## src/rtl/coin_pkg.sv

```systemverilog
// rtl/coin_pkg.sv - coin codes, channel indices and default sizing for the coin acceptor
package coin_pkg;

  typedef enum logic [1:0] {
    COIN_NONE     = 2'b00,
    COIN_PENNY    = 2'b01,
    COIN_HAPENNY  = 2'b10,
    COIN_FARTHING = 2'b11
  } coin_t;

  localparam int CH_PENNY    = 0;
  localparam int CH_HAPENNY  = 1;
  localparam int CH_FARTHING = 2;

  localparam int DEB_CYCLES_DEF = 500000;
  localparam int DEPTH_DEF      = 4;

  function automatic logic f_multi(input logic [2:0] presses);
    return (presses[0] & presses[1]) | (presses[0] & presses[2]) | (presses[1] & presses[2]);
  endfunction

endpackage

```

## src/rtl/coin_debounce.sv

```systemverilog
// rtl/coin_debounce.sv - 2-flop synchroniser, counter debouncer and registered press-edge pulse
module coin_debounce #(
  parameter int DEB_CYCLES = 4
) (
  input  logic clk50m,
  input  logic res,
  input  logic raw,
  output logic level,
  output logic press
);

  localparam int CW = $clog2(DEB_CYCLES);
  localparam logic [CW-1:0] C_MAX = CW'(DEB_CYCLES - 1);

  logic          r_sync1;
  logic          r_sync2;
  logic [CW-1:0] r_cnt;
  logic          r_level;
  logic          r_level_d;
  logic          r_press;

  always_ff @(posedge clk50m) begin
    if (res) begin
      r_sync1   <= 1'b0;
      r_sync2   <= 1'b0;
      r_cnt     <= '0;
      r_level   <= 1'b0;
      r_level_d <= 1'b0;
      r_press   <= 1'b0;
    end else begin
      r_sync1   <= raw;
      r_sync2   <= r_sync1;
      r_level_d <= r_level;
      r_press   <= r_level & ~r_level_d;
      // any sample matching the current level restarts the stability window
      if (r_sync2 == r_level) begin
        r_cnt <= '0;
      end else if (r_cnt == C_MAX) begin
        r_level <= r_sync2;
        r_cnt   <= '0;
      end else begin
        r_cnt <= r_cnt + CW'(1);
      end
    end
  end

  assign level = r_level;
  assign press = r_press;

endmodule

```

## src/rtl/coin_acceptor.sv

```systemverilog
// rtl/coin_acceptor.sv - debounced coin buttons queued in a fall-through FIFO with valid/ready output
// Optional build macro COIN_MULTI_REJECT_EN: reject simultaneous multi-coin presses instead of prioritising.
module coin_acceptor
  import coin_pkg::*;
#(
  parameter int DEB_CYCLES = DEB_CYCLES_DEF,
  parameter int DEPTH      = DEPTH_DEF
) (
  input  logic                     clk50m,
  input  logic                     res,
  input  logic [2:0]               coin_raw,
  input  logic                     coin_ready,
  output logic                     coin_valid,
  output logic [1:0]               coin_code,
  output logic [$clog2(DEPTH):0]   fifo_count,
  output logic                     overflow,
  output logic                     reject
);

  localparam int AW = $clog2(DEPTH);
  localparam logic [AW:0] C_FULL = (AW+1)'(DEPTH);

  logic [2:0]    w_level;
  logic [2:0]    w_press;
  logic          w_unused_level;
  logic          w_push_req;
  coin_t         w_push_code;
  logic          w_multi;
  logic          w_valid;
  logic          w_full;
  logic          w_pop;
  logic          w_push;

  logic [1:0]    r_mem [DEPTH];
  logic [AW-1:0] r_wptr;
  logic [AW-1:0] r_rptr;
  logic [AW:0]   r_count;
  logic          r_overflow;
  logic          r_reject;

  for (genvar g = 0; g < 3; g++) begin : g_deb
    coin_debounce #(.DEB_CYCLES(DEB_CYCLES)) u_deb (
      .clk50m (clk50m),
      .res    (res),
      .raw    (coin_raw[g]),
      .level  (w_level[g]),
      .press  (w_press[g])
    );
  end

  assign w_unused_level = ^w_level;

  always_comb begin
    w_push_req  = 1'b0;
    w_push_code = COIN_NONE;
    w_multi     = 1'b0;
`ifdef COIN_MULTI_REJECT_EN
    if (f_multi(w_press)) begin
      w_multi = 1'b1;
    end else if (|w_press) begin
      w_push_req  = 1'b1;
      w_push_code = w_press[CH_PENNY]   ? COIN_PENNY :
                    w_press[CH_HAPENNY] ? COIN_HAPENNY : COIN_FARTHING;
    end
`else
    if (w_press[CH_PENNY]) begin
      w_push_req  = 1'b1;
      w_push_code = COIN_PENNY;
    end else if (w_press[CH_HAPENNY]) begin
      w_push_req  = 1'b1;
      w_push_code = COIN_HAPENNY;
    end else if (w_press[CH_FARTHING]) begin
      w_push_req  = 1'b1;
      w_push_code = COIN_FARTHING;
    end
`endif
  end

  assign w_valid = (r_count != '0);
  assign w_full  = (r_count == C_FULL);
  assign w_pop   = w_valid & coin_ready;
  // a full FIFO still accepts a push when the head leaves in the same cycle
  assign w_push  = w_push_req & (~w_full | w_pop);

  always_ff @(posedge clk50m) begin
    if (res) begin
      r_wptr     <= '0;
      r_rptr     <= '0;
      r_count    <= '0;
      r_overflow <= 1'b0;
      r_reject   <= 1'b0;
    end else begin
      r_reject <= w_multi;
      if (w_push_req & w_full & ~w_pop) r_overflow <= 1'b1;
      if (w_push) begin
        r_mem[r_wptr] <= w_push_code;
        r_wptr        <= r_wptr + AW'(1);
      end
      if (w_pop) r_rptr <= r_rptr + AW'(1);
      case ({w_push, w_pop})
        2'b10:   r_count <= r_count + (AW+1)'(1);
        2'b01:   r_count <= r_count - (AW+1)'(1);
        default: r_count <= r_count;
      endcase
    end
  end

  assign coin_valid = w_valid;
  assign coin_code  = w_valid ? r_mem[r_rptr] : 2'b00;
  assign fifo_count = r_count;
  assign overflow   = r_overflow;
`ifdef COIN_MULTI_REJECT_EN
  assign reject     = r_reject;
`else
  assign reject     = 1'b0;
`endif

endmodule

```

## config.mk

```make
export PLATFORM = sky130hd
export DESIGN_NAME = coin_acceptor
export DESIGN_NICKNAME = d
export VERILOG_FILES = /design/src/rtl/coin_pkg.sv /design/src/rtl/coin_debounce.sv /design/src/rtl/coin_acceptor.sv
export SDC_FILE = /design/constraint.sdc
export NUM_CORES = 1
export LEC_CHECK = 0
export ABC_AREA = 0
export CAP_MARGIN = 20
export CORE_ASPECT_RATIO = 2
export CORE_MARGIN = 4
export CORE_UTILIZATION = 46
export CTS_CLUSTER_SIZE = 40
export DETAILED_ROUTE_END_ITERATION = 8
export PLACE_DENSITY_LB_ADDON = 0.15
export SYNTH_ARGS = -nofsm -noshare
export SYNTH_HDL_FRONTEND = slang
export SYNTH_SLANG_ARGS = --single-unit
export TNS_END_PERCENT = 20
```

## constraint.sdc

```tcl
create_clock -name clk50m -period 3.6 [get_ports clk50m]
set_input_delay 0.36 -clock clk50m [delete_from_list [all_inputs] [get_ports clk50m]]
set_output_delay 0.36 -clock clk50m [all_outputs]
set_load 0.05 [all_outputs]
```

==> results_dict.tcl, run 1 <==
set metrics [dict create \
    status "complete, no violations" \
    clock_skews_ns 0.00495 \
    cellLeakagePower_nw 1.37 \
    n_antenna_cell 0 \
    clkLatencyLatePin_ns 0.34 \
    swShare_pct 27.5 \
    place.detailed.hpwl_mm 5.11 \
    internal-power_w 0.00170 \
    gp_congestion 0.805 \
    pre_cts_ws_ns 1.10 \
    endpoint_kind "primary output" \
    layout.nets 446 \
    die_y_um 138 \
    timing.critical_path.from_type "flop" \
    critPathRequiredTime_ns 3.24 \
    globalRouteTotalUtil_pct 15.0 \
    drt_iter0_markers 106 \
    synth.cell_area_um2 3890 \
    rsz0062_at_grt "false" \
    tightestPinTransition_ns 0.723 \
    clk_transition_reported_paths_ns 0.06 \
    area.growth.synth_to_final_pct 13.1 \
    synthesis.nets 430 \
    largest_fanout_on_the_critical_path 8 \
    die_width_um 73.0 \
    synth_largest_area_cell "dfxtp_1" \
    rows 47 \
    peakVddDrop_v 0.000271 \
    grt_overflow 0 \
    worstSetupEndpoint "coin_code[0]" \
    slew_violations 0 \
    vias_per_cell 5.47 \
    h-tree-depth 3 \
    final_hold_violation_count 0 \
    remaining_drc_errors 0 \
    placement.io_buffers 12 \
    max-clock-path-buffers 2 \
    synthTopCellsByCount "82 x dfxtp_1, 53 x nor2_1, 23 x nand3_1, 22 x xor2_1" \
    route.antenna.remaining_nets 0 \
    totalNegativeSetupSlack_ns 0 \
    fmax_mhz 407 \
    timing_worst_setup_path_type "flop to primary output" \
    ys_seq_area_share_pct 48.4 \
    crit-reg2reg-capture "fifo_count[2]" \
    cts_inserted_buffers 9 \
    synth_flop_cell "dfxtp_1" \
    postSynthRegisterBits 90 \
    initial_core_util_pct 46.9 \
    synth.top_cell.area_share_pct 42.2 \
    r2r_slack_ns 1.28 \
    grt_start_max_net_pins 20 \
    p_clk_share_pct 38.8 \
    crit_start "fifo_count[0]" \
    comb_power_share_pct 15.7 \
    final_layout_size_suffix_gt1_share_pct 7.09 \
    cts.repair_timing.setup_buffer_count 0 \
    reg2reg_from "fifo_count[0]" \
    hp-class "flop to flop" \
    route.final.wire_length_mm 7.00 \
    syn-mean-instance-area_um2 9.35 \
    post-synth-top-count-cell "dfxtp_1" \
    timing.final.crit_period_ns 2.46 \
    yosysWarningCount 0 \
    die_area_um2 10100 \
    drt_first_pass_iters 4 \
    synth.top_cells.by_area "dfxtp_1 42%, edfxtp_1 6.2%, nor2_1 5.1%" \
    pwr_density_nw_per_um2 533 \
    floorplan.io_pins 14 \
    grt_pass1_wl_mm 12.2 \
    number_of_global_route_vias_before_repair 2831 \
    num_vias 2926 \
    clk_root_buffer_cell "clkbuf_16" \
    post_cts.resized_instances 0 \
    timing.slew.headroom_pct 51.1 \
    worst_r2r_path_depth 7 \
    synthesis.instances 416 \
    power_switching_w 0.000644 \
    sequential_share_of_power_pct 45.5 \
    number_of_non_filler_instances_in_the_completed_layout 535 \
    final-setup-viol-count 0 \
    fp.coreArea_um2 8290 \
    holdBufCountCts 0 \
    cp.arrival_ns 2.10 \
    placed_cells 519 \
    max-cap-violations 0 \
    setup_slack_ns 1.14 \
    grt_antenna_before_repair 0 \
    yosysUniqueCellTypes 47 \
    synth-edff-count 8 \
    ffs_w_async_s_r_synth_pct 0 \
    clkSinkCount 90 \
    hold_ws_ns 0.382 \
    min_period_over_period_pct 68.3 \
    avgRoutedWirePerCell_um 13.1 \
    cts_tree "yes" \
]
cells by family after synthesis:
logic type / count (synthesis) / share of synthesized area, %
AO/OA/AOI/OAI: 50 / 7.82
adder cells (fa/ha/maj): 8 / 2.77
AND/OR/NAND/NOR: 198 / 27.7
flip-flops: 90 / 48.4
multiplexers: 2 / 1.16
buffers and inverters: 26 / 2.80
other: 1 / 0.0964
XOR/XNOR: 41 / 9.23
metal layers:
layer	vias up	track usage (%)	routed length, µm	part of all wire [%]
met5	-	0	0	0
met4	0	9.53	204	2.9
met3	14	2.69	168	2.4
met2	35	26.3	3810	54
met1	1383	15.8	2810	40
li1	1494	-	-	-
through the flow:
stage / util, % / area, µm² / total power, W
6_report: 53.1 / 4400 / 0.00234
3_5_place_dp: 49.5 / 4110 / 0.00145
3_3_place_gp: 49.5 / 4110 / 0.00145
5_1_grt: 53.1 / 4400 / 0.00243
2_1_floorplan: - / 3890 / 0.00135
4_1_cts: 53.1 / 4400 / 0.00238
worst max-delay path, stage by stage (launching register included):
cell and delay (ns):
dfxtp_1 0.39, or3_1 0.50, and2_1 0.19, clkdlybuf4s50_1 0.69
cell usage in the layout (no fill, tap or decap), types with 6 or more instances in the layout:
cell,count
a21oi_1,21
and2_1,6
clkbuf_16,9
clkdlybuf4s50_1,12
dfxtp_1,82
edfxtp_1,8
ha_1,7
inv_1,16
nand2_1,21
nand3_1,23
nand4_1,15
nor2_1,53
nor2b_1,13
nor3_1,10
nor4_1,8
o21ai_0,13
or3_1,13
or4_1,8
xnor2_1,19
xor2_1,22
power by group through the flow:
stage | registers [W] | clock network (W) | logic, W
3_3_place_gp | 0.00109 | 0 | 0.000364
4_1_cts | 0.00107 | 0.000945 | 0.000370
2_1_floorplan | 0.00113 | 0 | 0.000220
3_5_place_dp | 0.00109 | 0 | 0.000367
5_1_grt | 0.00107 | 0.000975 | 0.000390
6_report | 0.00107 | 0.000909 | 0.000367
final cells by class:
class | instances | area [µm²]
Clock inverter | 7 | 68.8
Inverter | 16 | 60.1
Multi-Input combinational cell | 300 | 1900
Clock buffer | 9 | 225
Tap cell | 98 | 123
Sequential cell | 90 | 1880
Timing Repair Buffer | 15 | 143
Fill cell | 789 | 3890
worst min-delay path by stage:
stage / start / to / cells after the start
2_1_floorplan: g_deb[0].u_deb.r_level_d / g_deb[0].u_deb.press / 1
3_3_place_gp: g_deb[1].u_deb.r_level_d / g_deb[1].u_deb.press / 1
3_5_place_dp: g_deb[1].u_deb.r_level_d / g_deb[1].u_deb.press / 1
4_1_cts: g_deb[1].u_deb.r_level_d / g_deb[1].u_deb.press / 1
5_1_grt: g_deb[2].u_deb.r_level_d / g_deb[2].u_deb.press / 1
6_report: g_deb[1].u_deb.r_level_d / g_deb[1].u_deb.press / 1
registers in the layout (all words and copies together), names as in the netlist, named ones only:
| name | cells |
|---|---|
| g_deb.u_deb.r_level_d | 3 |
| g_deb.u_deb.level | 3 |
| g_deb.u_deb.r_cnt | 57 |
| overflow | 1 |
| r_wptr | 2 |
| r_rptr | 2 |
| r_mem | 8 |
| g_deb.u_deb.press | 3 |
| fifo_count | 3 |
| g_deb.u_deb.r_sync1 | 3 |
| g_deb.u_deb.r_sync2 | 3 |
No activity file was read; power rests on OpenSTA's default activity.
==> run 2: changes to the inputs <==
clock period = 2.2 ns   (was 3.6 ns; I/O delays follow)
==> run 2 against run 1 <==
Net effect: flip-flop and latch count did not move; sequential power rose by 64%; first-iteration DRC count fell by 13%; clock power rose by 53%; global-route usage rose by 0.26 points; clock skew rose by 0.0023 ns; critical path depth rose by 4; combinational power rose by 70%; routed wire length rose by 2.8%; final area rose by 1.3%; largest cell class unchanged; highest routed layer unchanged.
==> results_dict.tcl, run 2 (synthesized netlist as in run 1, its figures left out) <==
set metrics [dict create \
    tightestPinTransition_ns 0.558 \
    layout_common_cells "79 x dfxtp_1, 53 x nor2_1, 23 x nand3_1" \
    die_width_um 73.0 \
    pwr_density_nw_per_um2 846 \
    regMostFlops "g_deb.u_deb.r_cnt" \
    fp.coreArea_um2 8290 \
    max-clock-path-buffers 2 \
    grt_overflow 0 \
    clkLatencyLatePin_ns 0.34 \
    largest_reg_flops 57 \
    placed_cells 526 \
    grt_antenna_before_repair 0 \
    avgRoutedWirePerCell_um 13.3 \
    rows 47 \
    final_layout_size_suffix_gt1_share_pct 8.82 \
    number_of_global_route_vias_before_repair 2896 \
    grt_pass1_wl_mm 12.3 \
    cp.arrival_ns 2.33 \
    final_hold_violation_count 0 \
    die_y_um 138 \
    drt_first_pass_iters 4 \
    timing.critical_path.from_type "flop" \
    route.final.wire_length_mm 7.19 \
    timing.slew.headroom_pct 62.5 \
    crit-reg2reg-capture "fifo_count[2]" \
    status "complete, no violations" \
    crit_start "g_deb[1].u_deb.press" \
    initial_core_util_pct 46.9 \
    endpoint_kind "flop" \
    rsz0062_at_grt "false" \
    slew_violations 0 \
    remaining_drc_errors 0 \
    max-cap-violations 0 \
    clkSinkCount 90 \
    n_antenna_cell 0 \
    fillcell_total 782 \
    grt_start_max_net_pins 20 \
    placement.io_buffers 12 \
    layout.cells.most_common "dfxtp_1" \
    gp_congestion 0.857 \
    vias_per_cell 5.51 \
    number_of_non_filler_instances_in_the_completed_layout 540 \
    floorplan.io_pins 14 \
    final-setup-viol-count 0 \
    timing_worst_setup_path_type "flop to flop" \
    largest_fanout_on_the_critical_path 5 \
    die_area_um2 10100 \
    critPathRequiredTime_ns 2.43 \
    layout.nets 453 \
    globalRouteTotalUtil_pct 15.3 \
    fmax_mhz 476 \
    cts_tree "yes" \
    totalNegativeSetupSlack_ns 0 \
    cts.repair_timing.setup_buffer_count 0 \
    drt_iter0_markers 92 \
    worstSetupEndpoint "fifo_count[2]" \
    place.detailed.hpwl_mm 5.35 \
    timing.final.crit_period_ns 2.10 \
    min_period_over_period_pct 95.4 \
    cellLeakagePower_nw 1.41 \
    worst_r2r_path_depth 7 \
    num_vias 2974 \
    cts_inserted_buffers 9 \
    route.antenna.remaining_nets 0 \
    clk_transition_reported_paths_ns 0.06 \
    reg2reg_from "g_deb[1].u_deb.press" \
    clock_skews_ns 0.00721 \
    peakVddDrop_v 0.000502 \
    holdBufCountCts 0 \
    h-tree-depth 3 \
    reg_top3 "g_deb.u_deb.r_cnt x57, r_mem x8" \
    hp-class "flop to flop" \
    area.growth.synth_to_final_pct 14.6 \
    r2r_slack_ns 0.10 \
    clk_root_buffer_cell "clkbuf_16" \
]
run 2: cell count changes in the layout (fill, tap and decap cells not counted), sizes merged, moves of 2 or more:
| cell | change |
|---|---|
| buf | +7 |
| clkbuf | +5 |
| clkinvlp | -3 |
| clkdlybuf4s50 | -2 |
| clkinv | -2 |
| dlygate4sd2 | +2 |
run 2: final cells by class:
type,count,area (µm²),share of cell area [%]
multi-input cells,300,1910,42.9
clock buffers,14,264,5.92
well taps,98,123,2.75
flip-flops and latches,90,1890,42.5
repair buffers,22,205,4.60
inverters,16,60.1,1.35
run 2: repair_timing:
item | in CTS | in global routing
hold endpoints to repair | 0 | 0
endpoints found under the setup margin | 2 | 1
gates resized for setup | 2 | 1
run 2: how the worst min path moves through the flow:
stage,depth (start not counted),endpoint,startpoint
after global routing,1,g_deb[0].u_deb.press,g_deb[0].u_deb.r_level_d
after detailed placement,1,g_deb[0].u_deb.press,g_deb[0].u_deb.r_level_d
after floorplan,1,g_deb[0].u_deb.r_level_d,res
final,1,g_deb[0].u_deb.press,g_deb[0].u_deb.r_level_d
after CTS,1,g_deb[0].u_deb.press,g_deb[0].u_deb.r_level_d
after global placement,1,g_deb[1].u_deb.press,g_deb[1].u_deb.r_level_d
run 2: metal layers:
| layer | global-route usage (%) | wire, µm | vias to the layer above |
|---|---|---|---|
| li1 | - | - | 1510 |
| met1 | 15.1 | 2740 | 1414 |
| met2 | 28.0 | 4010 | 29 |
| met3 | 2.91 | 166 | 21 |
| met4 | 9.14 | 267 | 0 |
| met5 | 0 | 0 | - |
run 2: critical path: stages, from the launching register on:
cell,delay (ns)
dfxtp_1,0.33
nor3_2,0.29
and3_4,0.25
inv_1,0.05
fa_1,0.42
or3_1,0.39
a31oi_1,0.18
a21oi_1,0.08
run 2: through the flow:
stage	cell area [µm²]	hold WS [ns]	power, W	util (%)	setup slack (ns)
global route	4460	0.393	0.00391	53.8	0.0358
finish	4460	0.375	0.00377	53.8	0.101
floorplan	3920	0.299	0.00227	-	0.0302
detailed placement	4190	0.380	0.00242	50.6	0.0477
CTS	4450	0.381	0.00381	53.7	0.0339
global placement	4190	0.373	0.00241	50.6	0.0903
run 2: report_power, final:
part	switching [W]	total (W)	internal (W)
registers	0.0000523	0.00176	0.00171
clock network	0.000573	0.00139	0.000815
logic	0.000388	0.000625	0.000237
total	0.00101	0.00377	0.00276
==> run 3: changes to the inputs <==
DONT_BUFFER_PORTS = 1   (was not set)
==> run 3 against run 2 <==
Net effect: final area decreased by 3.0%; clock power decreased by 4%; routed wire length increased by 0.65%; critical path depth unchanged; via count decreased by 0.71%.
==> results_dict.tcl, run 3 (synthesized netlist as in run 1, its figures left out) <==
set metrics [dict create \
    status "complete, no violations" \
    area.growth.synth_to_final_pct 11.2 \
    multi_input_comb_area_um2 1910 \
    cellLeakagePower_nw 1.36 \
    num_vias 2953 \
    route.final.wire_length_mm 7.24 \
    kind_of_cell_adding_the_most_delay_to_the_critical_path "simple AND/OR/NAND/NOR gates" \
    number_of_non_filler_instances_in_the_completed_layout 531 \
    layout.cells.most_common "dfxtp_1" \
    endpoint_kind "flop" \
    timing_worst_setup_path_type "flop to flop" \
    initial_core_util_pct 46.9 \
    cp.arrival_ns 2.21 \
    totalNegativeSetupSlack_ns 0 \
    crit-reg2reg-capture "fifo_count[2]" \
    rows 47 \
    fp.coreArea_um2 8290 \
    r2r_slack_ns 0.17 \
    floorplan.io_pins 14 \
    ff_latch_area_um2 1890 \
    grt_start_max_net_pins 22 \
    regMostFlops "g_deb.u_deb.r_cnt" \
    final_hold_violation_count 0 \
    pwr_density_nw_per_um2 843 \
    clkLatencyLatePin_ns 0.33 \
    reg_top3 "g_deb.u_deb.r_cnt x57, r_mem x8" \
    die_y_um 138 \
    reg2reg_from "g_deb[1].u_deb.press" \
    critical-path-slowest-cell "fa_1" \
    placed_cells 514 \
    cts_inserted_buffers 9 \
    timing.critical_path.from_type "flop" \
    peakVddDrop_v 0.000531 \
    h-tree-depth 3 \
    critPathBufInv 1 \
    die_width_um 73.0 \
    largest_reg_flops 57 \
    timing.final.crit_period_ns 2.03 \
    tightestPinTransition_ns 0.822 \
    drt_iter0_markers 158 \
    grt_overflow 0 \
    clk_root_buffer_cell "clkbuf_16" \
    worst_r2r_path_depth 7 \
    clock_skews_ns 0.00375 \
    timing.critical_path.slowest_cell_delay_ns 0.42 \
    fmax_mhz 492 \
    globalRouteTotalUtil_pct 15.6 \
    grt_antenna_before_repair 0 \
    min_delay_path_depth 1 \
    critPathRequiredTime_ns 2.37 \
    min-delay-start "coin_raw[0]" \
    fillcell_total 788 \
    final_layout_size_suffix_gt1_share_pct 8.78 \
    route.antenna.remaining_nets 0 \
    hold_end "g_deb[0].u_deb.r_sync1" \
    largest_fanout_on_the_critical_path 5 \
    max-clock-path-buffers 2 \
    drt_first_pass_iters 5 \
    min_period_over_period_pct 92.5 \
    layout_common_cells "79 x dfxtp_1, 53 x nor2_1, 23 x nand3_1" \
    placement.io_buffers 0 \
    gp_congestion 0.792 \
    crit_path_cell_chain "nor3_2 -> and3_4 -> inv_1 -> fa_1 -> or3_1 -> a31oi_1 -> a21oi_1" \
    clkSinkCount 90 \
    cts_tree "yes" \
    final-setup-viol-count 0 \
    max-cap-violations 0 \
    timing.slew.headroom_pct 45.0 \
    number_of_global_route_vias_before_repair 2935 \
    clk_transition_reported_paths_ns 0.06 \
    place.detailed.hpwl_mm 5.25 \
    slew_violations 0 \
    grt_pass1_wl_mm 12.8 \
    n_antenna_cell 0 \
    avgRoutedWirePerCell_um 13.6 \
    vias_per_cell 5.56 \
    hp-class "input port to flop" \
    layout.nets 442 \
    die_area_um2 10100 \
    remaining_drc_errors 0 \
    rsz0062_at_grt "false" \
]
## run 3: cell count changes in the layout (fill, tap and decap cells not counted), sizes merged
cell           previous run  this run
clkbuf                   14        11
clkdlybuf4s50            10         0
clkinv                    0         5
dlygate4sd2               2         0
dlygate4sd3               0         1
## run 3: layer usage
| metal | GRT usage [%] | part of all wire (%) | wire length (µm) | vias up |
|---|---|---|---|---|
| met1 | 17.2 | 39 | 2850 | 1424 |
| met4 | 6.42 | 1.7 | 120 | 0 |
| met5 | 0 | 0 | 0 | - |
| li1 | - | - | - | 1488 |
| met3 | 3.34 | 2.3 | 163 | 8 |
| met2 | 27.9 | 57 | 4100 | 33 |
## run 3: final cells by class
| cell class | instances | area share, % |
|---|---|---|
| clock buffers | 11 | 5.38 |
| clock inverters | 5 | 0.492 |
| inverters | 16 | 1.39 |
| multi-input cells | 300 | 44.1 |
| flip-flops and latches | 90 | 43.8 |
| well taps | 98 | 2.84 |
| repair buffers | 11 | 1.97 |
## run 3: worst max path at each step
stage	startpoint	to	slack, ns	depth (start not counted)
2_1_floorplan	fifo_count[0]	fifo_count[2]	0.03	8
4_1_cts	g_deb[1].u_deb.press	fifo_count[2]	0.17	7
6_report	g_deb[1].u_deb.press	fifo_count[2]	0.17	7
3_3_place_gp	g_deb[1].u_deb.press	fifo_count[2]	0.24	7
5_1_grt	g_deb[1].u_deb.press	fifo_count[2]	0.03	7
3_5_place_dp	g_deb[1].u_deb.press	fifo_count[2]	0.23	7
## run 3: timing repair
item                      CTS  global route
hold buffers                1             0
hold endpoints to repair   22             0
buffers inserted            0             0
gates resized for setup     0             0
## run 3: power by group
group | switching, W | internal (W) | leakage (nW)
clock network | 0.000576 | 0.000750 | 0.126
registers | 0.0000209 | 0.00170 | 0.740
logic | 0.000413 | 0.000179 | 0.490
total | 0.00101 | 0.00263 | 1.36
## run 3: metrics by stage
stage	setup WS [ns]	instance area, µm²	hold slack [ns]	total power, W	utilization [%]
3_3_place_gp	0.238	4060	0.289	0.00234	49.0
6_report	0.165	4320	0.0197	0.00364	52.1
3_5_place_dp	0.229	4060	0.294	0.00235	49.0
5_1_grt	0.0327	4320	0.0163	0.00381	52.1
4_1_cts	0.175	4320	0.00478	0.00370	52.1
2_1_floorplan	0.0302	3920	0.299	0.00227	-
==> RTL change (flow settings as in run 2) <==
Add a define of `COIN_MULTI_REJECT_EN`.
--- a/src/rtl/coin_acceptor.sv
+++ b/src/rtl/coin_acceptor.sv
@@ -1,5 +1,7 @@
 // rtl/coin_acceptor.sv - debounced coin buttons queued in a fall-through FIFO with valid/ready output
 // Optional build macro COIN_MULTI_REJECT_EN: reject simultaneous multi-coin presses instead of prioritising.
+`define COIN_MULTI_REJECT_EN
+
 module coin_acceptor
   import coin_pkg::*;
 #(
Behaviour: same outputs for any inputs over 10 cycles, from zero or initial values; that may be too few to reach the edited logic, so the function may still have changed.
==> RTL change against run 2 <==
- design area up 7.0%
- cell count up 4.4%
- highest routed layer unchanged
- synthesized area up 5.8%
- clock skew about the same
- critical path depth unchanged
- non-clock buffer count up 7
- sequential cell count up 1
- count of clock-buffer cells in the layout down 5
- wire length up 9.3%
- worst setup slack worse by 0.081 ns
Power is not compared: it rests on default switching activity, and its combinational part moved more than twofold at a synthesized area within 25%.
==> RTL change: results <==
export IMPL_synthTopCellsByCount="83 x dfxtp_1, 57 x nor2_1, 29 x xor2_1, 26 x nand3_1"
export IMPL_worst_path_largest_cell_delay_ns=0.47
export IMPL_vias_per_cell=5.60
export IMPL_detail_route_iter0_violations=132
export IMPL_synth_edff_count=8
export IMPL_hold_depth=1
export IMPL_ir_drop_v=0.000437
export IMPL_skew_ns=0.00690
export IMPL_synth_main_ff_cell="dfxtp_1"
export IMPL_crit_fanout=4
export IMPL_drt_wl_total_mm=7.86
export IMPL_min_path_type="reg -> reg"
export IMPL_grtUsageMet3_pct=3.19
export IMPL_clock_latency_ns=0.34
export IMPL_grt_pass1_wl_mm=13.4
export IMPL_final_cells=564
export IMPL_drive_above_1_share_pct=13.4
export IMPL_slowest_stage="fa_2"
export IMPL_post_dp_hpwl_mm=5.73
export IMPL_outcome="finished, final reports clean"
export IMPL_grt_pass1_vias=3151
export IMPL_dpl_cell_count=548
export IMPL_worstPathArrival_ns=2.41
export IMPL_worst_r2r_path_depth=7
export IMPL_numPortBuffers=13
export IMPL_ys_warn_count=0
export IMPL_gp_congestion=0.855
export IMPL_cts_max_level=3
export IMPL_nets=473
export IMPL_use_met2_pct=28.8
export IMPL_synth_cell_types=56
export IMPL_p_int_mw=2.68
export IMPL_maxSlewHeadroom_pct=51.2
export IMPL_grt_use_met1_pct=16.6
export IMPL_grtUsageTotal_pct=16.2
export IMPL_syn_inst=435
export IMPL_syn_num_nets=449
export IMPL_synth_area_leaders="dfxtp_1 40%, xor2_1 6.2%, edfxtp_1 5.8%"
export IMPL_ys_seq_area_share_pct=46.2
-- RTL change: cell types whose count changed after synthesis, sizes merged, moves of 3 or more --
cell / delta
nand3: +3
buf: +5
o211ai: +4
a21oi: -3
nand4: +3
or3: -5
nor2: +4
xor2: +7
nor3: -3
-- RTL change: cell type report --
| type | instances | area (µm²) |
|---|---|---|
| clock buffers | 9 | 225 |
| well taps | 100 | 125 |
| inverters | 14 | 52.6 |
| flip-flops and latches | 91 | 1910 |
| fillers | 799 | 3940 |
| multi-input cells | 314 | 2120 |
| clock inverters | 7 | 92.6 |
| repair buffers | 29 | 248 |
-- RTL change: worst paths after layout --
check | endpoint | slack (ns) | start
hold reg to reg | g_deb[1].u_deb.press$_SDFF_PP0_ | 0.38 | g_deb[1].u_deb.r_level_d$_SDFF_PP0_
setup / recovery | fifo_count[1]$_SDFFE_PP0P_ | 0.02 | fifo_count[2]$_SDFFE_PP0P_
setup reg to reg | fifo_count[1]$_SDFFE_PP0P_ | 0.02 | fifo_count[2]$_SDFFE_PP0P_
hold / removal | g_deb[1].u_deb.press$_SDFF_PP0_ | 0.38 | g_deb[1].u_deb.r_level_d$_SDFF_PP0_
-- RTL change: logic make-up after synthesis --
logic type                 count (synthesis)  share of synthesized area [%]
AOI/OAI and AO/OA                         54                           9.34
xor gates and xnor gates                  48                           10.2
adders and majority gates                  8                           2.62
buffers and inverters                     30                           3.13
DFF                                       91                           46.2
muxes                                      4                           1.58
and+or+nand+nor                          200                           26.9
-- RTL change: per-layer routing --
metal | vias up | part of all wire, %
met3 | 18 | 2.5
met4 | 0 | 2.9
met2 | 43 | 55
met1 | 1513 | 40
met5 | - | 0
li1 | 1587 | -
-- RTL change: through the flow --
step / hold slack, ns / util [%] / cell area, µm² / total power [mW] / setup WS (ns)
global placement: 0.374 / 50.7 / 4420 / 1.76 / -0.0550
global route: 0.398 / 54.8 / 4770 / 3.47 / -0.0676
finish: 0.382 / 54.8 / 4770 / 3.35 / 0.0195
floorplan: 0.299 / - / 4140 / 1.74 / -0.309
CTS: 0.386 / 54.4 / 4730 / 3.39 / -0.0616
detailed placement: 0.378 / 50.7 / 4420 / 1.76 / -0.125
-- RTL change: critical path: cells and delay by family (launching register included) --
family	cells	cell delay, ns
AOI/OAI and AO/OA	2	0.33
DFF	1	0.34
adders and majority gates	1	0.47
and+or+nand+nor	4	0.93
-- RTL change: timing repair --
| action | 4_1_cts | 5_1_grt |
|---|---|---|
| setup endpoints to repair | 3 | 2 |
| resized for setup | 3 | 8 |
| setup buffers | 0 | 0 |
| hold endpoints to repair | 0 | 0 |
| pin swaps | 0 | 1 |
